## config.mk

```make
export PLATFORM = sky130hd
export DESIGN_NAME = rx_readout_sched
export DESIGN_NICKNAME = d
export VERILOG_FILES = /design/src/rtl/rx_readout_sched.sv
export SDC_FILE = /design/constraint.sdc
export NUM_CORES = 1
export LEC_CHECK = 0
export CAP_MARGIN = 30
export CORE_MARGIN = 4
export CORE_UTILIZATION = 50
export CTS_BUF_LIST = sky130_fd_sc_hd__clkbuf_16
export DETAILED_ROUTE_END_ITERATION = 6
export GPL_TIMING_DRIVEN = 0
export PLACE_DENSITY = 0.89
export REMOVE_ABC_BUFFERS = 1
export SYNTH_ARGS = -nofsm -noshare
export SYNTH_HDL_FRONTEND = slang
export SYNTH_SLANG_ARGS = --single-unit
```

## constraint.sdc

```tcl
create_clock -name adc_clk -period 4.15 [get_ports adc_clk]
set_clock_uncertainty 0.05 [all_clocks]
set_input_delay 0.415 -clock adc_clk [delete_from_list [all_inputs] [get_ports adc_clk]]
set_output_delay 0.415 -clock adc_clk [all_outputs]
set_load 0.005 [all_outputs]
```

## src/rtl/rx_readout_sched.sv

```systemverilog
// Round-robin readout of NCH receiver channels: each grant sequences I, Q and packed-MSB
// reads into the sample FIFO, with a mandatory IDLE cycle between groups.
module rx_readout_sched #(
    parameter int NCH         = 8,
    parameter int CH_BITS     = 3,
    parameter int BLOCK_SAMPS = 170
) (
    input  logic               adc_clk,
    input  logic               reset,
    input  logic               enable,
    input  logic [NCH-1:0]     rx_avail,
    input  logic [15:0]        rx_dout,
    output logic [CH_BITS-1:0] rx_chan,
    output logic               rd_getI,
    output logic               rd_getQ,
    output logic               wr_en,
    output logic [15:0]        wr_data,
    input  logic               fifo_afull,
    output logic [NCH-1:0]     overrun,
    input  logic               clr_overrun,
    output logic               block_done,
    output logic [15:0]        samp_count
);

    typedef enum logic [1:0] {
        S_IDLE  = 2'd0,
        S_GET_I = 2'd1,
        S_GET_Q = 2'd2,
        S_GET_X = 2'd3
    } state_t;

    state_t             r_state;
    state_t             w_state_nxt;
    logic [NCH-1:0]     r_pending;
    logic [NCH-1:0]     w_pending_nxt;
    logic [NCH-1:0]     r_overrun;
    logic [NCH-1:0]     w_ovr_set;
    logic [NCH-1:0]     w_busy_oh;
    logic [CH_BITS-1:0] r_chan;
    logic [CH_BITS-1:0] r_last;
    logic [CH_BITS-1:0] w_grant;
    logic [CH_BITS-1:0] w_idx;
    logic               w_grant_found;
    logic               w_do_grant;
    logic               w_blk_wrap;
    logic [15:0]        r_samp_cnt;
    logic [15:0]        w_samp_inc;
    logic               r_block_done;

    // Search starts just after the last grant so every channel gets a fair turn.
    always_comb begin
        w_grant       = r_last;
        w_grant_found = 1'b0;
        w_idx         = '0;
        for (int k = 1; k <= NCH; k++) begin
            w_idx = CH_BITS'((int'(r_last) + k) % NCH);
            if (!w_grant_found && r_pending[w_idx]) begin
                w_grant       = w_idx;
                w_grant_found = 1'b1;
            end
        end
    end

    assign w_do_grant = (r_state == S_IDLE) && enable && (|r_pending) && !fifo_afull;

    always_comb begin
        w_state_nxt = r_state;
        case (r_state)
            S_IDLE:  if (w_do_grant) w_state_nxt = S_GET_I;
            S_GET_I: w_state_nxt = S_GET_Q;
            S_GET_Q: w_state_nxt = S_GET_X;
            S_GET_X: w_state_nxt = S_IDLE;
            default: w_state_nxt = S_IDLE;
        endcase
    end

    // A channel re-requesting while still queued or being read out has lost a sample.
    assign w_busy_oh = (r_state != S_IDLE) ? (NCH'(1) << r_chan) : '0;
    assign w_ovr_set = enable ? (rx_avail & (r_pending | w_busy_oh)) : '0;

    always_comb begin
        w_pending_nxt = r_pending;
        if (w_do_grant) begin
            w_pending_nxt = r_pending & ~(NCH'(1) << w_grant);
        end
        if (enable) begin
            w_pending_nxt = w_pending_nxt | rx_avail;
        end else if (w_state_nxt == S_IDLE) begin
            w_pending_nxt = '0;
        end
    end

    assign w_samp_inc = r_samp_cnt + 16'd1;
    assign w_blk_wrap = (r_state == S_GET_X) && (w_samp_inc == 16'(BLOCK_SAMPS));

    always_ff @(posedge adc_clk or posedge reset) begin
        if (reset) begin
            r_state      <= S_IDLE;
            r_pending    <= '0;
            r_overrun    <= '0;
            r_chan       <= '0;
            r_last       <= CH_BITS'(NCH - 1);
            r_samp_cnt   <= '0;
            r_block_done <= 1'b0;
        end else begin
            r_state      <= w_state_nxt;
            r_pending    <= w_pending_nxt;
            r_overrun    <= (clr_overrun ? '0 : r_overrun) | w_ovr_set;
            r_block_done <= w_blk_wrap;
            if (w_do_grant) begin
                r_chan <= w_grant;
                r_last <= w_grant;
            end
            if (r_state == S_GET_X) begin
                r_samp_cnt <= w_blk_wrap ? 16'd0 : w_samp_inc;
            end
        end
    end

    assign rx_chan    = r_chan;
    assign rd_getI    = (r_state == S_GET_I);
    assign rd_getQ    = (r_state == S_GET_Q);
    assign wr_en      = (r_state != S_IDLE);
    assign wr_data    = wr_en ? rx_dout : 16'd0;
    assign overrun    = r_overrun;
    assign block_done = r_block_done;
    assign samp_count = r_samp_cnt;

endmodule
```

**Word-level counts from Yosys, hierarchy flattened**

Index checks and enable logic that the tools add are counted.

- Add/sub/neg operators: 9
- Reduce and logical (&&, ||, !) cells: 23
- Eq/ne operators: 4
- $lt $le $gt $ge: 8
- Multiplexer cells: 41
- Bitwise operators: 6
- Shift-type cells: 2

Operators with widths:

| operator | number |
|---|---|
| $mux 8 | 6 |
| $lt 3x4->1 const B | 8 |
| $mux 16 | 2 |
| $bmux 1 s3 | 8 |
| $mux 3 | 8 |
| $or 8x8->8 | 3 |
| $add 16x1->16 const B | 1 |
| $and 8x8->8 | 2 |
| $eq 16x8->1 const B | 1 |
| $shl 1x3->8 const A | 2 |
| $mux 1 | 15 |
| $add 3x3->3 const B | 4 |
| $logic_and 1x1->1 | 11 |
| $logic_not 1->1 | 8 |
| $not 8->8 | 1 |
| $pmux 2 s4 | 1 |
| $reduce_or 8->1 | 1 |
| $add 3x1->3 const B | 2 |
| $add 3x2->3 const B | 2 |
| $eq 2x2->1 const B | 2 |
| $logic_not 2->1 | 2 |
| $eq 2x1->1 const B | 1 |
| $mux 2 | 1 |
| $reduce_bool 2->1 | 1 |

- Bits of input ports: 29
- Flip-flop bits (word level): 41
- Word-level logic and storage cells: 100
- Output and inout port bits: 47

**Longest topological paths before layout**

Gate-level depths: netlist of run 1.

- Depth in word-level cells: 31
- Mapped depth: 12
- Mapped depth without buffers: 9

**Worst setup path before layout of run 1**

Ideal clock, no wire load.

- Path kind: register -> register
- From: register r_last[1]
- To: register r_pending[6]
- Setup slack: 823 ps
- Clock period less this slack: 3327 ps
- Stages on the path, launching flop included: 13
- Required time: 3958 ps
- Buffers on the path: 3
- Data arrival time: 3135 ps
- Library setup time: 142 ps
- Cell sequence: dfstp_2 -> buf_6 -> buf_2 -> inv_1 -> ha_1 -> buf_4 -> mux4_2 -> nand2b_1 -> a21boi_1 -> mux2_2 -> o22ai_1 -> o22a_1 -> a41oi_1

- Word-level cells in the longest chain between the ends: 31
- Elaborated cells between the ends (all ways): 60
- Classes of those cells: 8 x add/sub; 1 x shift; 34 x mux; 3 x bitwise; 14 x reduce/logical

RTL lines:

| what | line | text |
|---|---|---|
| start, declared | 40 | `logic [CH_BITS-1:0] r_last;` |
| start signal, assigned | 102 | `r_last <= CH_BITS'(NCH - 1);` |
| start signal, assigned | 112 | `r_last <= w_grant;` |
| $add 3x1->3 | 56 | `w_idx = CH_BITS'((int'(r_last) + k) % NCH);` |
| $bmux 1 s3 | 57 | `if (!w_grant_found && r_pending[w_idx]) begin` |
| $mux 1 (not written as such) | 57 |  |
| $mux 1 | 57 |  |
| $logic_not 1->1 | 57 |  |
| $logic_and 1x1->1 | 57 |  |
| $mux 1 | 57 |  |
| $logic_not 1->1 | 57 |  |
| [... 16 more ...] | - |  |
| $mux 3 * | 57 |  |
| $shl 1x3->8 * | 84 | `w_pending_nxt = r_pending & ~(NCH'(1) << w_grant);` |
| $not 8->8 * | 84 |  |
| $and 8x8->8 * | 84 |  |
| $mux 8 * | 83 | `if (w_do_grant) begin` |
| $mux 8 or $or 8x8->8 (tied branches) | 88, 87 |  |
| $mux 8 * | 86 | `if (enable) begin` |
| named net w_pending_nxt[6] | 35 | `logic [NCH-1:0] w_pending_nxt;` |
| end signal, assigned | 107 | `r_pending <= w_pending_nxt;` |
| end, declared | 34 | `logic [NCH-1:0] r_pending;` |

Mark *: on every way through the listed nets, which the timed path passes. The rest lies on a longest branch. The select of a mux whose other input is x is not followed.
A chain may end at the register's enable or synchronous reset.

**Final worst setup path of run 1**

- From: register r_last[1]
- To: register r_pending[7]

The elaborated chain is that of the path after synthesis.

==> flow_summary.yaml, run 1 <==
outcome:
  status: "finished, final reports clean"
placement:
  place.gp.congestion: 0.9829
  hpwl_um: 6205
  pre_cts_ws_ns: 0.1349
  port_buffers: 75
  placed_area_mm2: 0.003889
  post-place-cells: 469
power:
  pwr-share-seq_pct: 22.6
  p_int_mw: 1.946
  power_frac_comb_pct: 63.4
  p_total_mw: 3.604
  p_clk_share_pct: 14.0
  powerDensity_mw_per_mm2: 880.6
  power_leakage_nw: 1.678
  irDropWorstVdd_uv: 588.8
  switching_power_mw: 1.657
  swShare_pct: 45.99
logic_synthesis:
  synth_edf_count: 0
  yosysWarnings: 0
  synthCells: 336
  synth_async_sr_flop_share_pct: 100.0
  seq_area_frac_synth_pct: 32.91
  syn_area_mm2: 0.003129
  synth-seq-cells: 41
  yosysUniqueCellTypes: 62
  synth_top_flop_cell: "dfrtp_1"
  syn_area_per_cell_um2: 9.313
grt:
  grt_use_total_pct: 24.57
  grt-busiest-layer: "met2"
  antenna_found_initial: 0
  met1_usage_pct: 30.10
  grt_pass1_vias: 3081
  groute.layer.met3.usage_pct: 4.257
  grt-ovfl-total: 0
  grt_max_degree: 42
  globalRouteMet2Util_pct: 42.17
  grt_pass1_wl_um: 14830
setup_path:
  critical_path_class: "reg -> reg"
  worstPathRequired_ns: 4.24
  rr_worst_depth: 9
  path_max_fanout: 16
  r2r-end: "r_pending[7]"
  setup.worst_path.end: "r_pending[7]"
  critPathLaunch: "r_last[1]"
  critPathLaunchType: "flip-flop"
  arrival_ns: 4.01
  worstReg2RegStart: "r_last[1]"
  cp-end-kind: "flip-flop"
  reg2reg_slack_ns: 0.23
cells_and_area:
  nets: 438
  final_cell_mix: "75 x clkdlybuf4s50_1, 38 x dfrtp_1, 26 x nand2_1"
  layout_commonest_cell: "clkdlybuf4s50_1"
  drive_gt1_share_pct: 11.19
  area_growth_pct: 30.79
  final_cells: 477
  final_core_util_pct: 68.32
  antenna_cells: 0
  final_area_mm2: 0.004093
clocking:
  clk_latency_ns: 0.29
  cts_tree: "built"
  cts_num_sinks: 41
  cts_hold_buf: 0
  cts_resized: 0
  cts.path.max_buffers: 2
  cts_max_level: 2
  cts_root_buf: "clkbuf_16"
  numCtsBuffers: 5
  clk_pin_slew_ns: 0.06
  post_cts_buffers: 0
hold_path:
  hp-class: "reg -> reg"
  min_from: "samp_count[13]"
  whs_path_depth: 1
route:
  wl_um: 8917
  via_per_inst: 6.113
  first_pass_iters: 4
  detail-route-antenna-nets: 0
  wl_per_cell_um: 18.69
  drt-initial-drc-count: 174
  routed-via-count: 2916
  drc: 0
floorplanning:
  die_area_mm2: 0.007588
  core_mm2: 0.005991
  start_util_pct: 52.23
  rows: 28
  ios: 76
  die_width_um: 87.11
  die_height_um: 87.11
sta:
  grt_setup_unrepaired: "false"
  setup_tns_ns: 0
  hold_viol: 0
  min_period_over_period_pct: 94.44
  max_slew_margin_pct: 44.05
  holdWs_ns: 0.4849
  slew_violations: 0
  tightest_slew_ns: 0.8381
  setup_violations: 0
  fin_ws_ns: 0.2306
  fmax_ghz: 0.2551
  finalCriticalPeriod_ns: 3.919
job:
  maxCapViolCount: 0
## state kept, by name (all words and copies together) (netlist names)
signal / count
samp_count: 16
overrun: 8
r_pending: 8
r_last: 3
rx_chan: 3
r_state: 2
block_done: 1
## worst min-delay path by stage
stage / endpoint / slack, ns
2_1_floorplan: samp_count[13] / 0.46
3_3_place_gp: samp_count[13] / 0.46
3_5_place_dp: overrun[0] / 0.47
4_1_cts: samp_count[13] / 0.48
5_1_grt: samp_count[13] / 0.51
6_report: samp_count[13] / 0.48
## critical path: stages, from the launching register on
cell,delay [ns]
dfstp_2,0.76
inv_1,0.24
ha_2,0.55
mux4_2,0.57
nand2b_1,0.12
a21boi_1,0.36
a2111oi_0,0.23
a2111oi_2,0.39
o22a_1,0.34
a41oi_1,0.16
## cell usage after synthesis (2+ instances only)
library cell   n  area [um^2]
inv_1         25        93.84
nor4_1         3        18.77
o22a_1         4        35.03
a211oi_1       4        30.03
nor2_1        19        71.32
a21oi_1       12        60.06
a31oi_1        3        18.77
xnor2_1       13        113.9
or3_1          2        12.51
or2_2          2        12.51
a21boi_0       4        30.03
o22ai_1       13        81.33
nand2_1       26        97.59
buf_2          3        15.01
nor3_1         3        15.01
nand3_1       12        60.06
ha_1           8        100.1
buf_6          2        22.52
nand2b_1       4        25.02
o21a_1         2        15.01
dfrtp_1       38        950.9
mux2_2         9        101.4
a221oi_1       2        17.52
nand4_1        3        18.77
and2_1         5        31.28
a41oi_1        8        70.07
and3_1         4        25.02
mux2i_1       13        130.1
dfstp_2        3        78.83
nor2b_1       21        131.4
nand3b_1       2        15.01
clkbuf_1      11        41.29
xor2_1         5        43.79
mux4_1         2        52.55
mux4_2         7        157.7
o221a_2        2        22.52
o21ai_0       12        60.06
## layer usage
metal | routed length [um] | share of wire, %
met4 | 267 | 3.0
met3 | 522 | 5.9
met1 | 3565 | 40
met5 | 0 | 0
met2 | 4561 | 51
## area by class of cell
cell class / instances / area [um^2]
Multi-Input combinational cell: 251 / 1926
Fill cell: 425 / 1898
Sequential cell: 41 / 1030
Timing Repair Buffer: 76 / 755.7
Clock buffer: 5 / 125.1
Inverter: 26 / 97.59
Tap cell: 75 / 93.84
Clock inverter: 3 / 65.06
## power by group through the flow
stage / registers (mW) / clock network [mW] / logic [mW]
2_1_floorplan: 0.729 / 0 / 1.53
3_3_place_gp: 0.784 / 0 / 2.08
3_5_place_dp: 0.799 / 0 / 2.17
4_1_cts: 0.805 / 0.506 / 2.21
5_1_grt: 0.847 / 0.529 / 2.48
6_report: 0.816 / 0.505 / 2.28
## cell families (layout without fill, tap and decap cells)
logic type	after synthesis	after routing	share of synthesized area, %
AO/OA/AOI/OAI	80	80	18.43
XOR/XNOR	18	18	5.038
adder cells (fa/ha/maj)	8	8	3.199
buffers and inverters	44	110	5.997
flip-flops	41	41	32.91
multiplexers	33	33	15.27
AND/OR/NAND/NOR	112	112	19.15
No activity file was read; power rests on OpenSTA's default activity.
==> run 2: changes to the inputs <==
Settings changed: ABC_CLOCK_PERIOD_IN_PS from default to 4150.
==> results of run 2 <==
Same layout as run 1: the final DEF is identical, and so are final timing and power.
==> run 3: changes to the inputs <==
Settings changed: RECOVER_POWER from default to 100, SLEW_MARGIN from default to 20.
==> flow_summary.yaml, run 3 (synthesized netlist as in run 1, its figures left out) <==
cells_and_area:
  antenna_cells: 0
  final_core_util_pct: 67.21
  final_cell_mix: "48 x dlygate4sd3_1, 38 x dfrtp_1, 27 x clkdlybuf4s50_1"
  final_cells: 478
  nets: 439
  area_growth_pct: 28.67
  drive_gt1_share_pct: 9.181
  largest_reg_flops: 16
  multiInputGateArea_mm2: 0.001909
  seq_area_mm2: 0.001030
  num-fill-cells: 449
  layout_commonest_cell: "dlygate4sd3_1"
sta:
  finalCriticalPeriod_ns: 3.957
  fmax_ghz: 0.2527
  hold_viol: 0
  grt_setup_unrepaired: "false"
  tightest_slew_ns: 1.254
  slew_violations: 0
  min_period_over_period_pct: 95.35
  setup_violations: 0
  setup_tns_ns: 0
  max_slew_margin_pct: 16.42
grt:
  antenna_found_initial: 0
  met1_usage_pct: 29.17
  grt_use_total_pct: 23.20
  grt_pass1_vias: 2913
  groute.layer.met3.usage_pct: 4.825
  globalRouteMet2Util_pct: 38.92
  grt-busiest-layer: "met2"
  grt_pass1_wl_um: 13990
  grt-ovfl-total: 0
  grt_max_degree: 25
placement:
  hpwl_um: 6345
  post-place-cells: 470
  place.gp.congestion: 0.9829
  port_buffers: 75
power:
  power_leakage_nw: 1.734
  powerDensity_mw_per_mm2: 834.6
  irDropWorstVdd_uv: 577.5
setup_path:
  critical_path_class: "reg -> reg"
  crit_path_top_delay_cell: "dfstp_2"
  crit_chain: "inv_1, ha_2, mux4_2, mux2i_4, inv_2, or3_1, o22a_1, o22ai_1, a41oi_1"
  path_max_fanout: 16
  critPathMaxStageDelay_ns: 0.76
  worstPathRequired_ns: 4.22
  arrival_ns: 4.02
  cp-end-kind: "flip-flop"
  critPathLaunchType: "flip-flop"
floorplanning:
  die_height_um: 87.11
  die_width_um: 87.11
  die_area_mm2: 0.007588
  rows: 28
  ios: 76
  start_util_pct: 52.23
  core_mm2: 0.005991
clocking:
  cts_tree: "built"
  cts_hold_buf: 0
  numCtsBuffers: 5
  cts_num_sinks: 41
  cts_root_buf: "clkbuf_16"
  cts_max_level: 2
  cts.path.max_buffers: 2
  clk_latency_ns: 0.29
  clk_pin_slew_ns: 0.06
hold_path:
  hp-class: "reg -> reg"
route:
  via_per_inst: 6.136
  first_pass_iters: 5
  wl_per_cell_um: 17.86
  routed-via-count: 2933
  drt-initial-drc-count: 171
  wl_um: 8536
  detail-route-antenna-nets: 0
  drc: 0
outcome:
  status: "finished, final reports clean"
job:
  maxCapViolCount: 0
## run 3: changes by cell type in the layout (fill, tap and decap cells not counted), moves of 2 or more
cell             before  now
clkdlybuf4s50_1      75   27
and2_0                0    2
dlygate4sd3_1         0   48
clkinv_1              0    2
bufinv_16             2    0
and2_1                5    3
clkbuf_1              0    2
## run 3: power by group
part | total (mW) | leakage [nW] | internal [mW] | switching, mW
registers | 0.805 | 0.511 | 0.538 | 0.267
logic | 2.19 | 1.15 | 1.01 | 1.18
clock network | 0.367 | 0.0687 | 0.217 | 0.150
total | 3.36 | 1.73 | 1.76 | 1.60
## run 3: worst paths after layout
path	from	depth (start not counted)	endpoint	slack (ns)
worst min register to register	samp_count[13]	1	samp_count[13]	0.48
worst min-delay path	samp_count[13]	1	samp_count[13]	0.48
min in group asynchronous	reset	2	samp_count[9]	0.62
worst max-delay path	r_last[1]	9	r_pending[0]	0.19
max in group asynchronous	reset	3	r_pending[7]	1.86
worst max register to register	r_last[1]	9	r_pending[0]	0.19
## run 3: what timing repair did
action | 4_1_cts | 5_1_grt
setup buffers | 0 | 0
endpoints found under the setup margin | 0 | 10
hold endpoints to repair | 0 | 0
resized for setup | 0 | 3
## run 3: area by class of cell
type	count	area share, %
inverters	26	2.424
multi-input cells	251	47.42
clock buffers	5	3.108
clock inverters	3	0.3108
flip-flops and latches	41	25.57
well taps	75	2.331
repair buffers	77	18.83
## run 3: critical path: cells and delay by family (launching register included)
| kind | cells | cell delay (ns) |
|---|---|---|
| buffers and inverters | 2 | 0.32 |
| and+or+nand+nor | 1 | 0.41 |
| muxes | 2 | 0.73 |
| DFF | 1 | 0.76 |
| AOI/OAI and AO/OA | 3 | 0.97 |
| adders and majority gates | 1 | 0.54 |
## run 3: per-layer routing
metal | wire [um] | vias to the layer above | part of all wire [%]
met4 | 267 | 0 | 3.1
met1 | 3481 | 1421 | 41
met2 | 4226 | 136 | 50
met5 | 0 | - | 0
li1 | - | 1353 | -
met3 | 561 | 23 | 6.6
## run 3: metrics by stage
stage,instance area [um^2],hold WS (ns),power (mW),setup WS (ns)
floorplan,3039,0.4578,2.256,0.8131
global placement,3884,0.4631,2.868,0.3298
detailed placement,3916,0.4711,2.977,0.1715
CTS,4054,0.4064,3.363,0.1517
global route,4026,0.5115,3.609,0.04389
finish,4026,0.4821,3.361,0.1932
